==> src/rtl/uart_fifo_top.sv <==
// uart_fifo_top: register-mapped UART with TX and RX FIFOs.
//   i_clk, i_rst      : clock, asynchronous active-high reset
//   i_we, i_re        : register write / read strobes (read pops RX on DATA)
//   i_address, i_data : register select and write data
//   o_data            : combinational read data (0 for unmapped addresses)
//   i_rx, o_tx        : serial in (synchronised) / serial out (registered, idle high)
//   o_irq             : registered interrupt
// Registers: 0x00 STATUS, 0x01 CTRL, 0x02 DIVL, 0x03 DIVH, 0x04 DATA.

// uart_fifo_buf: synchronous FIFO with occupancy count.
//   push/pop are qualified internally; a push into a full FIFO is accepted
//   only when a pop happens on the same edge.
module uart_fifo_buf #(
    parameter int W     = 8,
    parameter int DEPTH = 4
) (
    input  logic         clk,
    input  logic         rst,
    input  logic         push,
    input  logic         pop,
    input  logic [W-1:0] wdata,
    output logic [W-1:0] rdata,
    output logic         empty,
    output logic         full
);
    localparam int AW = $clog2(DEPTH);
    localparam int CW = AW + 1;

    logic [W-1:0]  mem [DEPTH];
    logic [AW-1:0] wr_ptr, rd_ptr;
    logic [CW-1:0] count;
    logic          rd_ok, wr_ok;

    assign empty = (count == '0);
    assign full  = (count == CW'(DEPTH));
    assign rd_ok = pop & ~empty;
    assign wr_ok = push & (~full | rd_ok);
    assign rdata = mem[rd_ptr];

    always_ff @(posedge clk) begin
        if (wr_ok) mem[wr_ptr] <= wdata;
    end

    always_ff @(posedge clk or posedge rst) begin
        if (rst) begin
            wr_ptr <= '0;
            rd_ptr <= '0;
            count  <= '0;
        end else begin
            if (wr_ok) wr_ptr <= wr_ptr + AW'(1);
            if (rd_ok) rd_ptr <= rd_ptr + AW'(1);
            case ({wr_ok, rd_ok})
                2'b10:   count <= count + CW'(1);
                2'b01:   count <= count - CW'(1);
                default: count <= count;
            endcase
        end
    end
endmodule

module uart_fifo_top #(
    parameter int DATA_W     = 8,
    parameter int FIFO_DEPTH = 4,
    parameter int DIV_W      = 16
) (
    input  logic       i_clk,
    input  logic       i_rst,
    input  logic       i_we,
    input  logic       i_re,
    input  logic [7:0] i_address,
    input  logic [7:0] i_data,
    output logic [7:0] o_data,
    input  logic       i_rx,
    output logic       o_tx,
    output logic       o_irq
);
    typedef enum logic [1:0] {TX_IDLE, TX_START, TX_DATA, TX_STOP} tx_state_t;
    typedef enum logic [1:0] {RX_IDLE, RX_START, RX_DATA, RX_STOP} rx_state_t;

    logic [3:0]       ctrl;
    logic [DIV_W-1:0] div, presc;
    logic             tick, overrun, frame_err;
    logic             wr_status, wr_ctrl, wr_divl, wr_divh, wr_data, rx_pop;

    logic              tx_empty, tx_full, tx_pop, tx_bit_end, tx_line_n, tx_idle;
    logic [DATA_W-1:0] tx_head, tx_shift, tx_shift_n;
    logic [3:0]        tx_cnt, tx_cnt_n, tx_bit, tx_bit_n;
    tx_state_t         tx_state, tx_state_n;

    logic              rx_meta, rx_s, rx_prev, rx_fall;
    logic              rx_empty, rx_full, rx_push, rx_set_ovr, rx_set_fe;
    logic [DATA_W-1:0] rx_head, rx_shift, rx_shift_n;
    logic [3:0]        rx_cnt, rx_cnt_n, rx_bit, rx_bit_n;
    rx_state_t         rx_state, rx_state_n;

    logic [7:0] divh_rd, rx_head_ext;

    assign wr_status = i_we && (i_address == 8'h00);
    assign wr_ctrl   = i_we && (i_address == 8'h01);
    assign wr_divl   = i_we && (i_address == 8'h02);
    assign wr_divh   = i_we && (i_address == 8'h03);
    assign wr_data   = i_we && (i_address == 8'h04);
    assign rx_pop    = i_re && (i_address == 8'h04) && !rx_empty;
    assign tick      = (presc == div);
    assign tx_idle   = tx_empty && (tx_state == TX_IDLE);

    uart_fifo_buf #(.W(DATA_W), .DEPTH(FIFO_DEPTH)) u_tx_fifo (
        .clk   (i_clk),
        .rst   (i_rst),
        .push  (wr_data && !tx_full),
        .pop   (tx_pop),
        .wdata (i_data[DATA_W-1:0]),
        .rdata (tx_head),
        .empty (tx_empty),
        .full  (tx_full)
    );

    uart_fifo_buf #(.W(DATA_W), .DEPTH(FIFO_DEPTH)) u_rx_fifo (
        .clk   (i_clk),
        .rst   (i_rst),
        .push  (rx_push),
        .pop   (rx_pop),
        .wdata (rx_shift_n),
        .rdata (rx_head),
        .empty (rx_empty),
        .full  (rx_full)
    );

    // Registers, prescaler, sticky flags, interrupt, RX synchroniser
    always_ff @(posedge i_clk or posedge i_rst) begin
        if (i_rst) begin
            ctrl      <= '0;
            div       <= '0;
            presc     <= '0;
            overrun   <= 1'b0;
            frame_err <= 1'b0;
            o_irq     <= 1'b0;
            rx_meta   <= 1'b1;
            rx_s      <= 1'b1;
            rx_prev   <= 1'b1;
        end else begin
            if (wr_ctrl) ctrl <= i_data[3:0];
            if (wr_divl) div[7:0] <= i_data;
            if (wr_divh) div[DIV_W-1:8] <= i_data[DIV_W-9:0];
            if (wr_divl || wr_divh || tick) presc <= '0;
            else                            presc <= presc + DIV_W'(1);
            overrun   <= rx_set_ovr | (overrun   & ~(wr_status & i_data[3]));
            frame_err <= rx_set_fe  | (frame_err & ~(wr_status & i_data[4]));
            o_irq     <= (ctrl[2] & ~rx_empty) | (ctrl[3] & tx_idle);
            rx_meta   <= i_rx;
            rx_s      <= rx_meta;
            rx_prev   <= rx_s;
        end
    end

    assign rx_fall = rx_prev & ~rx_s;

    // TX FSM
    always_ff @(posedge i_clk or posedge i_rst) begin
        if (i_rst) begin
            tx_state <= TX_IDLE;
            tx_cnt   <= '0;
            tx_bit   <= '0;
            tx_shift <= '0;
            o_tx     <= 1'b1;
        end else begin
            tx_state <= tx_state_n;
            tx_cnt   <= tx_cnt_n;
            tx_bit   <= tx_bit_n;
            tx_shift <= tx_shift_n;
            o_tx     <= tx_line_n;
        end
    end

    assign tx_bit_end = tick && (tx_cnt == 4'd15);

    always_comb begin
        tx_state_n = tx_state;
        tx_cnt_n   = tx_cnt;
        tx_bit_n   = tx_bit;
        tx_shift_n = tx_shift;
        tx_pop     = 1'b0;
        tx_line_n  = 1'b1;
        // Tick counter wraps 15 -> 0, so each bit boundary restarts it for free.
        if (tx_state != TX_IDLE && tick) tx_cnt_n = tx_cnt + 4'd1;
        case (tx_state)
            TX_IDLE: if (ctrl[0] && !tx_empty) begin
                tx_state_n = TX_START;
                tx_cnt_n   = '0;
                tx_shift_n = tx_head;
                tx_pop     = 1'b1;
            end
            TX_START: if (tx_bit_end) begin
                tx_state_n = TX_DATA;
                tx_bit_n   = '0;
            end
            TX_DATA: if (tx_bit_end) begin
                tx_shift_n = tx_shift >> 1;
                if (tx_bit == 4'(DATA_W-1)) tx_state_n = TX_STOP;
                else                        tx_bit_n   = tx_bit + 4'd1;
            end
            TX_STOP: if (tx_bit_end) begin
                if (ctrl[0] && !tx_empty) begin
                    tx_state_n = TX_START;
                    tx_shift_n = tx_head;
                    tx_pop     = 1'b1;
                end else begin
                    tx_state_n = TX_IDLE;
                end
            end
            default: tx_state_n = TX_IDLE;
        endcase
        case (tx_state_n)
            TX_START: tx_line_n = 1'b0;
            TX_DATA:  tx_line_n = tx_shift_n[0];
            default:  tx_line_n = 1'b1;
        endcase
    end

    // RX FSM
    always_ff @(posedge i_clk or posedge i_rst) begin
        if (i_rst) begin
            rx_state <= RX_IDLE;
            rx_cnt   <= '0;
            rx_bit   <= '0;
            rx_shift <= '0;
        end else begin
            rx_state <= rx_state_n;
            rx_cnt   <= rx_cnt_n;
            rx_bit   <= rx_bit_n;
            rx_shift <= rx_shift_n;
        end
    end

    always_comb begin
        rx_state_n = rx_state;
        rx_cnt_n   = rx_cnt;
        rx_bit_n   = rx_bit;
        rx_shift_n = rx_shift;
        rx_push    = 1'b0;
        rx_set_ovr = 1'b0;
        rx_set_fe  = 1'b0;
        if (rx_state != RX_IDLE && tick) rx_cnt_n = rx_cnt + 4'd1;
        case (rx_state)
            RX_IDLE: if (rx_fall) begin
                rx_state_n = RX_START;
                rx_cnt_n   = '0;
            end
            RX_START: if (tick && rx_cnt == 4'd7) begin
                // Mid start bit: restart the count so later samples land mid-bit.
                rx_cnt_n = '0;
                rx_bit_n = '0;
                rx_state_n = rx_s ? RX_IDLE : RX_DATA;
            end
            RX_DATA: if (tick && rx_cnt == 4'd15) begin
                rx_shift_n = {rx_s, rx_shift[DATA_W-1:1]};
                if (rx_bit == 4'(DATA_W-1)) rx_state_n = RX_STOP;
                else                        rx_bit_n   = rx_bit + 4'd1;
            end
            RX_STOP: if (tick && rx_cnt == 4'd15) begin
                rx_state_n = RX_IDLE;
                if (!rx_s)                  rx_set_fe  = 1'b1;
                else if (rx_full && !rx_pop) rx_set_ovr = 1'b1;
                else                        rx_push    = 1'b1;
            end
            default: rx_state_n = RX_IDLE;
        endcase
        if (!ctrl[1]) begin
            rx_state_n = RX_IDLE;
            rx_push    = 1'b0;
            rx_set_ovr = 1'b0;
            rx_set_fe  = 1'b0;
        end
    end

    // Read mux
    always_comb begin
        divh_rd = '0;
        divh_rd[DIV_W-9:0] = div[DIV_W-1:8];
        rx_head_ext = '0;
        if (!rx_empty) rx_head_ext[DATA_W-1:0] = rx_head;
    end

    always_comb begin
        o_data = '0;
        case (i_address)
            8'h00:   o_data = {3'b000, frame_err, overrun, tx_idle, tx_full, ~rx_empty};
            8'h01:   o_data = {4'b0000, ctrl};
            8'h02:   o_data = div[7:0];
            8'h03:   o_data = divh_rd;
            8'h04:   o_data = rx_head_ext;
            default: o_data = '0;
        endcase
    end
endmodule

==> config.mk <==
export PLATFORM = sky130hd
export DESIGN_NAME = uart_fifo_top
export DESIGN_NICKNAME = d
export VERILOG_FILES = /design/src/rtl/uart_fifo_top.sv
export SDC_FILE = /design/constraint.sdc
export NUM_CORES = 1
export LEC_CHECK = 0
export BUFFER_PORTS_ARGS = -buffer_cell sky130_fd_sc_hd__buf_2
export CAP_MARGIN = 20
export CORE_ASPECT_RATIO = 0.9
export CORE_UTILIZATION = 40
export DETAILED_ROUTE_END_ITERATION = 8
export GPL_TIMING_DRIVEN = 0
export PLACE_DENSITY = 0.65
export SYNTH_ARGS = -nofsm -noshare
export SYNTH_HDL_FRONTEND = slang
export SYNTH_SLANG_ARGS = --single-unit
==> constraint.sdc <==
create_clock -name i_clk -period 3.9 [get_ports i_clk]
set_clock_uncertainty 0.15 [all_clocks]
set_input_delay 0.78 -clock i_clk [delete_from_list [all_inputs] [get_ports i_clk]]
set_output_delay 0.78 -clock i_clk [all_outputs]
set_load 0.03 [all_outputs]
* Word-level counts from Yosys, hierarchy flattened
Memory sizes are Yosys's and may differ from the RTL's. Cells that the tools add are included.
Storage, ports and cells: register bits 93, bits in latches 0, memory bits (writable) 64, ROM bits 0, memories kept 2
Memories:
- u_rx_fifo.mem | words 4, bits a word 8, read ports 1, clocked after memory_dff 0, write ports 1, RTL line 29 | logic [W-1:0] mem [DEPTH];
- u_tx_fifo.mem | words 4, bits a word 8, read ports 1, clocked after memory_dff 0, write ports 1, RTL line 29
Cells by class: add/subtract/negate cells 13, $mul 0, div/mod/pow operators 0, magnitude comparators 0, equality and inequality tests 36, shifts and indexed selects 0, multiplexer cells 63, bitwise operators 23, reduce and logical (&&, ||, !) cells 38
Operators by type and width (number):
- $mux 4 | 12
- $mux 8 | 6
- $pmux 8 s5 | 1
- $mux 2 | 12
- $pmux 4 s2 | 3
- $pmux 8 s3 | 1
- $mux 1 | 21
- $add 16x1->16 const B | 1
- $add 4x1->4 const B | 4
- $eq 16x16->1 | 1
- $eq 8x2->1 const B | 2
- $logic_and 1x1->1 | 16
- $mux 16 | 1
- $pmux 2 s4 | 2
- $ne 3x3->1 const B | 5
- $eq 2x2->1 const B | 7
- $ne 2x2->1 const B | 7
- $eq 4x3->1 const B | 3
- $pmux 3 s2 | 2
- $reduce_bool 2->1 | 6
- $and 1x1->1 | 11
- $eq 2x1->1 const B | 5
- $add 2x1->2 const B | 4
- $eq 4x4->1 const B | 2
- 17 further kinds | 38

* Depth between registers and ports, before layout
Gate-level depths: netlist of the first run.
depth after elaboration 13, gate-level depth with buffers 15

* By module
Synthesis of the first run repeated with hierarchy kept, for this count alone.
Second synthesis, totals: cell total of the unflattened synthesis 596, area total of the unflattened synthesis 7581.0 um^2
Modules (own cells, without submodules):
- uart_fifo_top | instances 1, cells an instance 404, area each 4232.8 um^2, seq. area each 1981.9 um^2
- uart_fifo_buf | instances 2, cells an instance 96, area each 1674.1 um^2, seq. area each 1136.1 um^2

* Worst setup path before layout of the first run
OpenSTA, ideal clock, no wires.
path kind input to output, start in i_address[5], end out o_data[1], data arrival time 2.433 ns, data required time 2.970 ns, path slack 0.537 ns, cell stages on the path 5, cells stage by stage or4_4 -> or3_1 -> nor3b_1 -> a22oi_1 -> o21ai_0
On the way: longest elaborated chain between the ends 2, elaborated cells between the ends (all ways) 6
RTL lines:
- from (decl) | RTL line 70 | input logic [7:0] i_address,
- $eq 8x3->1, or another cell as far along | RTL line 286 | case (i_address)
- $pmux 8 s5 * | RTL line 286
- to (decl) | RTL line 72 | output logic [7:0] o_data,
Mark *: on every way between the ends. The rest lies on a longest branch, timed or not.

* Worst setup path after layout of the first run
start reg tx_state[1], end out o_data[2]
On the way: longest elaborated chain between the ends 3
RTL lines:
- from (decl) | RTL line 88 | tx_state_t tx_state, tx_state_n;
- from (signal assigned) | RTL line 167 | tx_state <= tx_state_n;
- $logic_not 2->1 | RTL line 105 | assign tx_idle = tx_empty && (tx_state == TX_IDLE);
- $logic_and 1x1->1 | RTL line 105
- $pmux 8 s5 | RTL line 286
No other way between the ends.

==> results of run 1 <==
==> registers in the layout (all words and copies together), names as in the netlist, 3 cells and up <==
register / cells
ctrl: 4
rx_bit: 4
u_rx_fifo.mem: 32
u_rx_fifo.count: 3
rx_shift: 8
tx_shift: 8
u_tx_fifo.mem: 32
tx_cnt: 4
presc: 16
tx_bit: 4
u_tx_fifo.count: 3
rx_cnt: 4
div: 16
==> critical path, delay by kind of cell (launching register included) <==
family / cells / cell delay (ps)
AO/OA/AOI/OAI: 2 / 430
buffers and inverters: 5 / 1350
flip-flops: 1 / 400
adder cells (fa/ha/maj): 1 / 170
==> Yosys cell counts, types with 3 or more instances <==
master,count
a31oi_1,4
mux2i_1,13
nor3_2,3
mux4_2,17
nor3_1,7
nor4_1,3
a22oi_1,11
nand3_1,17
mux2_2,32
xor2_1,13
xnor2_1,30
nor2b_1,4
nand4_1,12
clkbuf_1,12
nand2_1,37
a21oi_1,13
a32oi_1,4
a22o_1,4
and3_1,7
o21ai_0,36
dfstp_2,4
inv_1,27
and2_1,11
edfxtp_1,64
dfrtp_1,89
nor2_1,48
ha_1,20
==> final timing paths <==
check	startpoint	to	slack [ps]
worst max-delay path	tx_state[1]	o_data[2]	190
worst min-delay path	rx_meta	rx_s	210
worst max register to register	presc[4]	u_rx_fifo.count[1]	350
worst min register to register	rx_meta	rx_s	210
max in group asynchronous	i_rst	rx_prev	2600
min in group asynchronous	i_rst	tx_bit[2]	280
==> cell families after synthesis <==
| group | count (synthesis) |
|---|---|
| buffers and inverters | 45 |
| XOR/XNOR | 43 |
| AND/OR/NAND/NOR | 167 |
| multiplexers | 63 |
| flip-flops | 157 |
| AO/OA/AOI/OAI | 86 |
| adder cells (fa/ha/maj) | 22 |
==> through the flow <==
step / area (µm²) / util [%]
finish: 8447 / 47.34
global route: 8447 / 47.34
CTS: 8442 / 47.31
detailed placement: 7878 / 44.15
global placement: 7848 / 43.98
floorplan: 7397 / -
==> routing by layer <==
metal,up-vias,track usage (%)
met1,2414,21.21
met5,-,0
met3,26,3.924
met4,0,8.545
li1,2221,-
met2,83,30.57
==> cell usage in the layout, fill, tap and decap left out, types with 17 or more instances in the layout <==
master,n
nand3_1,17
nor2_1,48
buf_2,32
xnor2_1,30
nand2_1,37
o21ai_0,36
mux2_2,32
clkbuf_16,17
dfrtp_1,89
ha_1,20
inv_1,26
edfxtp_1,64
mux4_2,17
==> layout make-up <==
cell class / instances / area (µm²) / share of cell area [%]
sequential: 157 / 4254 / 50.36
multi-input combinational: 381 / 2964 / 35.09
clock buffer: 18 / 429.2 / 5.081
tap: 240 / 300.3 / 3.555
timing repair buffer: 32 / 182.7 / 2.163
clock inverter: 14 / 135.1 / 1.600
inverter: 27 / 103.9 / 1.229
buffer: 18 / 77.57 / 0.9184
==> power breakdown <==
group | total, mW | internal (mW) | switching (mW)
Combinational | 0.528 | 0.205 | 0.322
Sequential | 1.88 | 1.79 | 0.0916
Clock | 1.60 | 0.891 | 0.707
Total | 4.01 | 2.89 | 1.12
==> results.py, run 1 <==
metrics = {
    "global_route": {
        "grt_usage_pct": 17.66,
        "antenna_found_initial": 0,
        "grt_max_degree": 50,
        "grt_pass1_vias": 5082,
        "grt_overflow": 0,
        "grt_pass1_wl_um": 25650,
    },
    "die": {
        "die_h_um": 131.0,
        "start_util_pct": 41.46,
        "rows": 46,
        "core_um2": 17840,
        "die_area_um2": 19040,
        "ioPinCount": 31,
        "fp.dieW_um": 145.3,
    },
    "placed_design": {
        "placed_cells": 854,
        "dp_hpwl_um": 10940,
        "post-place-ws_ps": 144.5,
        "gp_congestion": 0.8370,
        "port_buffers": 30,
    },
    "clock_tree": {
        "cts_tree": "yes",
        "cts_resized": 0,
        "htreeDepth": 4,
        "cts_hold_buf": 0,
        "cts_setup_buffers": 0,
        "cts_num_sinks": 157,
        "path_clk_slew_ps": 70,
        "clk_latency_ps": 430,
        "cts_max_path_buffers": 2,
        "cts_root_buf": "clkbuf_16",
        "numCtsBuffers": 17,
    },
    "worst_setup_path": {
        "cp_max_fo": 10,
        "required_ps": 2970,
        "worstPathCellList": "clkbuf_1 -> inv_1 -> ha_1 -> clkbuf_1 -> clkbuf_1 -> a32oi_1 -> o21ai_0 -> buf_2",
        "reg2reg_depth": 12,
        "critPathMaxStageDelay_ps": 400,
        "crit_top_cell": "clkbuf_1",
        "worstSetupPathType": "flop to output pin",
        "worst_ep_arrival_time_ps": 2780,
        "slowest_stage": "dfrtp_1",
        "end_kind": "output pin",
        "cp-start-kind": "flop",
    },
    "pwr": {
        "power_leakage_nw": 3.511,
        "vdd.ir_drop.worst_mv": 0.3025,
        "power_mw": 4.011,
        "power.density_nw_per_um2": 474.8,
    },
    "timing": {
        "min_period_ps": 3707,
        "rsz0062_at_grt": "false",
        "finalCritPeriodShare_pct": 95.06,
        "worstMarginPinSlew_ps": 815.0,
        "slew_headroom_pct": 45.66,
        "worst_slack_ps": 192.7,
        "report.final.slew_viol_count": 0,
        "setup_tns_ps": 0,
        "setup_viol": 0,
        "clock.fmax_mhz": 269.7,
        "finalHoldViolations": 0,
        "holdWs_ps": 208.2,
    },
    "logic_synthesis": {
        "synth_compound_area_share_pct": 7.240,
        "ys_types": 55,
        "syn_inst": 583,
        "muxShareOfSynthArea_pct": 11.96,
        "synth_largest_area_cell": "dfrtp_1",
        "synth_area_leaders": "dfrtp_1, edfxtp_1, mux4_2, mux2_2, xnor2_1",
        "syn_area_um2": 7397,
        "async_flop_share_pct": 59.24,
        "synthXorXnorAreaFrac_pct": 5.091,
        "synth-main-ff-cell": "dfrtp_1",
        "synth_warnings": 0,
        "synth_fa_ha_area_share_pct": 3.924,
        "syn-num-nets": 626,
        "ys_ff_latch": 157,
        "synth_top_family_by_area": "multiplexers",
        "synth.avg_cell_area_um2": 12.69,
        "synth-simple-area-share_pct": 11.86,
        "synth-edff-count": 64,
        "ys_seq_area_share_pct": 57.51,
        "yosys.area.top_type_share_pct": 30.11,
    },
    "routing": {
        "wl_met2_um": 7732,
        "wire_per_inst_um": 17.34,
        "wl_met1_um": 6873,
        "drc": 0,
        "met3WireLength_um": 446,
        "top_layer_used": "met4",
        "drt-initial-drc-count": 231,
        "dr.pass1.iters": 4,
        "vias_per_cell": 5.348,
        "vias": 4744,
        "drt_wl_total_um": 15380,
        "ant_nets": 0,
    },
    "layout": {
        "drive_gt1_share_pct": 20.25,
        "n_fill_cell": 1617,
        "instances_no_fill": 887,
        "antenna-diode-count": 0,
        "syn2layout_area_growth_pct": 14.19,
        "nets": 677,
    },
    "run_status": {
        "outcome": "complete, no violations",
    },
    "job": {
        "maxCapViolations": 0,
    },
    "worst_hold_path": {
        "hp-class": "flop to flop",
        "holdPathStages": 0,
    },
}
Note: power is estimated with default switching activity, not from simulation.
==> run 2, diff against run 1 <==
--- a/config.mk
+++ b/config.mk
@@ -11,7 +11,7 @@
 export CORE_UTILIZATION = 40
 export DETAILED_ROUTE_END_ITERATION = 8
 export GPL_TIMING_DRIVEN = 0
-export PLACE_DENSITY = 0.65
+export PLACE_DENSITY = 0.63
 export SYNTH_ARGS = -nofsm -noshare
 export SYNTH_HDL_FRONTEND = slang
 export SYNTH_SLANG_ARGS = --single-unit
==> run 2 against run 1 <==
Compared with the run above:
- fmax hardly changed
- critical path type is now primary input to output pin
- first-iteration DRC count is 90% higher
- final cell count is 0.23% higher
- largest power group unchanged
- final area hardly changed
- highest routed layer unchanged
- critical endpoint is now o_data[1]
==> results.py, run 2 (synthesized netlist as in run 1, its figures left out) <==
metrics = {
    "die": {
        "start_util_pct": 41.46,
        "core_um2": 17840,
        "rows": 46,
        "die_area_um2": 19040,
        "die_h_um": 131.0,
        "fp.dieW_um": 145.3,
        "ioPinCount": 31,
    },
    "worst_setup_path": {
        "cp-start-kind": "primary input",
        "end_kind": "output pin",
        "worstPathCellList": "buf_2 -> or4_4 -> or3_1 -> nor3b_1 -> a22oi_1 -> o21ai_0 -> buf_2",
        "crit_top_cell": "buf_2",
        "worst_ep_arrival_time_ps": 2780,
        "critPathMaxStageDelay_ps": 550,
        "worstSetupPathType": "primary input to output pin",
        "critPathLaunch": "i_address[5]",
        "reg2reg_setup_slack_ps": 360,
        "slowest_stage": "or4_4",
        "rr_startpoint": "div[13]",
        "required_ps": 2970,
        "cp_max_fo": 4,
    },
    "clock_tree": {
        "clk_latency_ps": 430,
        "cts_max_path_buffers": 2,
        "numCtsBuffers": 17,
        "path_clk_slew_ps": 70,
        "cts_tree": "yes",
        "htreeDepth": 4,
        "cts_root_buf": "clkbuf_16",
        "cts_num_sinks": 157,
        "cts_setup_buffers": 0,
    },
    "global_route": {
        "grt_use_met1_pct": 22.26,
        "grt_pass1_vias": 4813,
        "grt_use_met2_pct": 28.85,
        "grt_overflow": 0,
        "antenna_found_initial": 2,
        "grt_max_degree": 73,
        "grt_pass1_wl_um": 25040,
        "grt.met3_usage_pct": 5.069,
        "grt_usage_pct": 17.49,
        "grt-busiest-layer": "met2",
    },
    "pwr": {
        "vdd.ir_drop.worst_mv": 0.3117,
        "power.density_nw_per_um2": 477.6,
        "power.internal_mw": 2.895,
        "seqPwrFrac_pct": 46.7,
        "power_leakage_nw": 3.521,
        "power_mw": 4.037,
        "power_frac_clock_pct": 40.2,
        "swShare_pct": 28.29,
        "comb_power_share_pct": 13.1,
        "p_sw_mw": 1.142,
    },
    "layout": {
        "multi_input_area_um2": 2964,
        "n_fill_cell": 1598,
        "fin_area_um2": 8453,
        "layout_commonest_cell": "dfrtp_1",
        "final_cell_mix": "dfrtp_1, edfxtp_1, nor2_1",
        "instances_no_fill": 889,
        "syn2layout_area_growth_pct": 14.28,
        "nets": 677,
        "largestRegisters": "u_rx_fifo.mem (32), u_tx_fifo.mem (32)",
        "drive_gt1_share_pct": 20.25,
        "seqCellArea_um2": 4254,
        "utilization_pct": 47.38,
    },
    "timing": {
        "finalCritPeriodShare_pct": 95.10,
        "finalHoldViolations": 0,
        "report.final.slew_viol_count": 0,
        "clock.fmax_mhz": 269.6,
        "worst_slack_ps": 191.2,
        "slew_headroom_pct": 46.47,
        "holdWs_ps": 165.2,
        "setup_viol": 0,
        "rsz0062_at_grt": "false",
        "setup_tns_ps": 0,
        "worstMarginPinSlew_ps": 797.0,
        "min_period_ps": 3709,
    },
    "placed_design": {
        "port_buffers": 30,
        "placed_cells": 855,
        "post-place-ws_ps": 72.84,
        "gp_congestion": 0.8250,
        "placed_cell_area_um2": 7883,
        "dp_hpwl_um": 10930,
    },
    "worst_hold_path": {
        "hp-class": "primary input to asynchronous set/reset pin",
    },
    "routing": {
        "drt-initial-drc-count": 438,
        "ant_nets": 0,
        "wire_per_inst_um": 17.58,
        "drc": 0,
        "drt_wl_total_um": 15630,
        "dr.pass1.iters": 5,
        "vias": 4768,
        "vias_per_cell": 5.363,
    },
    "job": {
        "maxCapViolations": 0,
    },
    "run_status": {
        "outcome": "complete, no violations",
    },
}
-- run 2: area by class of cell --
type	count	area share, %
diodes	2	0.05921
plain buffers	18	0.9325
clock buffers	19	5.121
clock inverters	13	1.554
inverters	27	1.229
multi-input cells	381	35.07
flip-flops and latches	157	50.33
well taps	240	3.552
repair buffers	32	2.161
-- run 2: power groups by stage --
stage	clock, mW	combinational (mW)	sequential, mW
finish	1.62	0.530	1.88
global route	1.72	0.593	1.89
CTS	1.65	0.533	1.88
detailed placement	0	0.529	1.91
global placement	0	0.503	1.91
floorplan	0	0.389	1.90
-- run 2: per-layer routing --
metal	up-vias	wire length [µm]
li1	2232	-
met1	2414	7130
met2	108	7527
met3	14	788
met4	0	179
met5	-	0
-- run 2: path summary, 6_finish.rpt --
check	endpoint	cells past startpoint
setup / recovery	o_data[1]	7
hold / removal	tx_bit[2]	2
setup reg to reg	u_tx_fifo.count[2]	11
hold reg to reg	rx_s	0
max in group asynchronous	rx_prev	3
min in group i_clk	rx_s	0
-- run 2: worst max-delay path, delay by kind of cell --
kind	cells	cell delay [ps]
AND/OR/NAND/NOR	3	1330
buffers and inverters	2	370
AO/OA/AOI/OAI	2	300
-- run 2: what timing repair did --
item / in CTS / in global routing
hold buffers: 0 / 0
endpoints found under the setup margin: 0 / 1
resized for setup: 0 / 2
==> run 3, diff against run 2 <==
==> constraint.sdc (replaced) <==
create_clock -name i_clk -period 3.9 [get_ports i_clk]
set_clock_uncertainty 0.15 [all_clocks]
set_input_delay 0.78 -clock i_clk [delete_from_list [all_inputs] [get_ports i_clk]]
set_output_delay 0.78 -clock i_clk [all_outputs]
set_load 0.02 [all_outputs]
==> run 3 against run 2 <==
Compared with the run above:
- sequential share of layout area barely moved
- critical path depth grew 1
- non-clock buffer count unchanged
- highest routed layer unchanged
- via count down 0.10%
- total power down 0.11%
- flip-flop and latch count unchanged
- final cell count is the same
- utilization hardly changed
- combinational power fell by 1%
- clock power hardly changed
- register-to-register slack barely moved
- setup slack improved by 31 ps
==> results.py, run 3 (synthesized netlist as in run 1, its figures left out) <==
metrics = {
    "worst_setup_path": {
        "end_kind": "output pin",
        "required_ps": 2970,
        "worst_ep_arrival_time_ps": 2750,
        "cp-start-kind": "flop",
        "worstSetupPathType": "flop to output pin",
        "cp_max_fo": 10,
    },
    "clock_tree": {
        "cts_tree": "yes",
        "cts_num_sinks": 157,
        "path_clk_slew_ps": 70,
        "cts_setup_buffers": 0,
        "numCtsBuffers": 17,
        "cts_root_buf": "clkbuf_16",
        "cts_hold_buf": 0,
        "cts_max_path_buffers": 2,
        "cts_resized": 0,
        "clk_latency_ps": 430,
        "htreeDepth": 4,
    },
    "layout": {
        "multi_input_area_um2": 2964,
        "syn2layout_area_growth_pct": 14.26,
        "layout_commonest_cell": "dfrtp_1",
        "drive_gt1_share_pct": 20.09,
        "utilization_pct": 47.37,
        "nets": 677,
        "n_fill_cell": 1599,
        "final_cell_mix": "dfrtp_1, edfxtp_1, nor2_1",
        "largestRegisters": "u_rx_fifo.mem (32), u_tx_fifo.mem (32)",
        "seqCellArea_um2": 4254,
    },
    "pwr": {
        "seqPwrFrac_pct": 46.7,
        "comb_power_share_pct": 13.0,
        "power_leakage_nw": 3.518,
        "power.internal_mw": 2.894,
        "swShare_pct": 28.24,
        "vdd.ir_drop.worst_mv": 0.3135,
        "power.density_nw_per_um2": 477.2,
        "p_sw_mw": 1.139,
        "power_frac_clock_pct": 40.3,
    },
    "routing": {
        "wire_per_inst_um": 17.58,
        "drt_wl_total_um": 15630,
        "vias": 4763,
        "drt-initial-drc-count": 438,
        "drc": 0,
        "ant_nets": 0,
        "dr.pass1.iters": 5,
        "vias_per_cell": 5.358,
    },
    "global_route": {
        "grt_pass1_wl_um": 25040,
        "grt_usage_pct": 17.49,
        "grt_pass1_vias": 4813,
        "antenna_found_initial": 2,
        "grt_max_degree": 73,
        "grt_overflow": 0,
    },
    "timing": {
        "worst_slack_ps": 222.2,
        "min_period_ps": 3678,
        "setup_viol": 0,
        "rsz0062_at_grt": "false",
        "holdWs_ps": 163.6,
        "slew_headroom_pct": 46.43,
        "worstMarginPinSlew_ps": 797.6,
        "report.final.slew_viol_count": 0,
        "setup_tns_ps": 0,
        "clock.fmax_mhz": 271.9,
        "finalCritPeriodShare_pct": 94.30,
        "finalHoldViolations": 0,
    },
    "die": {
        "rows": 46,
        "die_area_um2": 19040,
        "core_um2": 17840,
        "ioPinCount": 31,
        "start_util_pct": 41.46,
        "fp.dieW_um": 145.3,
        "die_h_um": 131.0,
    },
    "run_status": {
        "outcome": "complete, no violations",
    },
    "placed_design": {
        "port_buffers": 30,
        "gp_congestion": 0.8250,
        "post-place-ws_ps": 72.84,
        "dp_hpwl_um": 10930,
    },
    "worst_hold_path": {
        "hp-class": "primary input to asynchronous set/reset pin",
    },
    "job": {
        "maxCapViolations": 0,
    },
}
-- run 3: per-stage QoR --
step	cell area (µm²)	power [mW]	instances
floorplan	7397	2.284	583
global placement	7848	2.405	853
detailed placement	7883	2.438	855
CTS	8447	4.062	887
global route	8452	4.200	889
finish	8452	4.033	889
-- run 3: worst paths after layout --
| check | from | end | slack [ps] | cells after the start |
|---|---|---|---|---|
| worst max-delay path | tx_state[1] | o_data[2] | 220 | 8 |
| worst min-delay path | i_rst | tx_bit[2] | 160 | 2 |
| worst max register to register | div[13] | u_tx_fifo.count[2] | 360 | 11 |
| worst min register to register | rx_meta | rx_s | 220 | 0 |
| max in group asynchronous | i_rst | rx_prev | 2750 | 3 |
| min in group i_clk | rx_meta | rx_s | 220 | 0 |
-- run 3: layout make-up --
type                       instances  area share (%)
sequential                       157           50.33
antenna                            2         0.05922
tap                              240           3.553
multi-input combinational        381           35.07
clock inverter                    13           1.554
clock buffer                      19           5.122
timing repair buffer              32           2.161
inverter                          27           1.229
buffer                            18          0.9178
-- run 3: layer usage --
metal,part of all wire (%),wire length (µm),vias to the layer above,track usage (%)
met5,0,0,-,0
met4,1.2,185,0,6.068
met3,5.1,802,16,5.069
met2,48,7523,109,28.85
met1,46,7112,2406,22.26
li1,-,-,2232,-
-- run 3: power by group through the flow --
stage	sequential (mW)	clock, mW	combinational (mW)
4_1_cts	1.88	1.65	0.528
3_3_place_gp	1.91	0	0.498
3_5_place_dp	1.91	0	0.524
5_1_grt	1.89	1.72	0.587
6_report	1.88	1.63	0.524
2_1_floorplan	1.90	0	0.389
-- run 3: critical path, stage by stage, from the launching register on --
cell	delay (ps)
dfrtp_1	410
clkbuf_1	210
inv_1	160
ha_1	160
clkbuf_1	300
clkbuf_1	380
a32oi_1	160
o21ai_0	290
buf_2	230
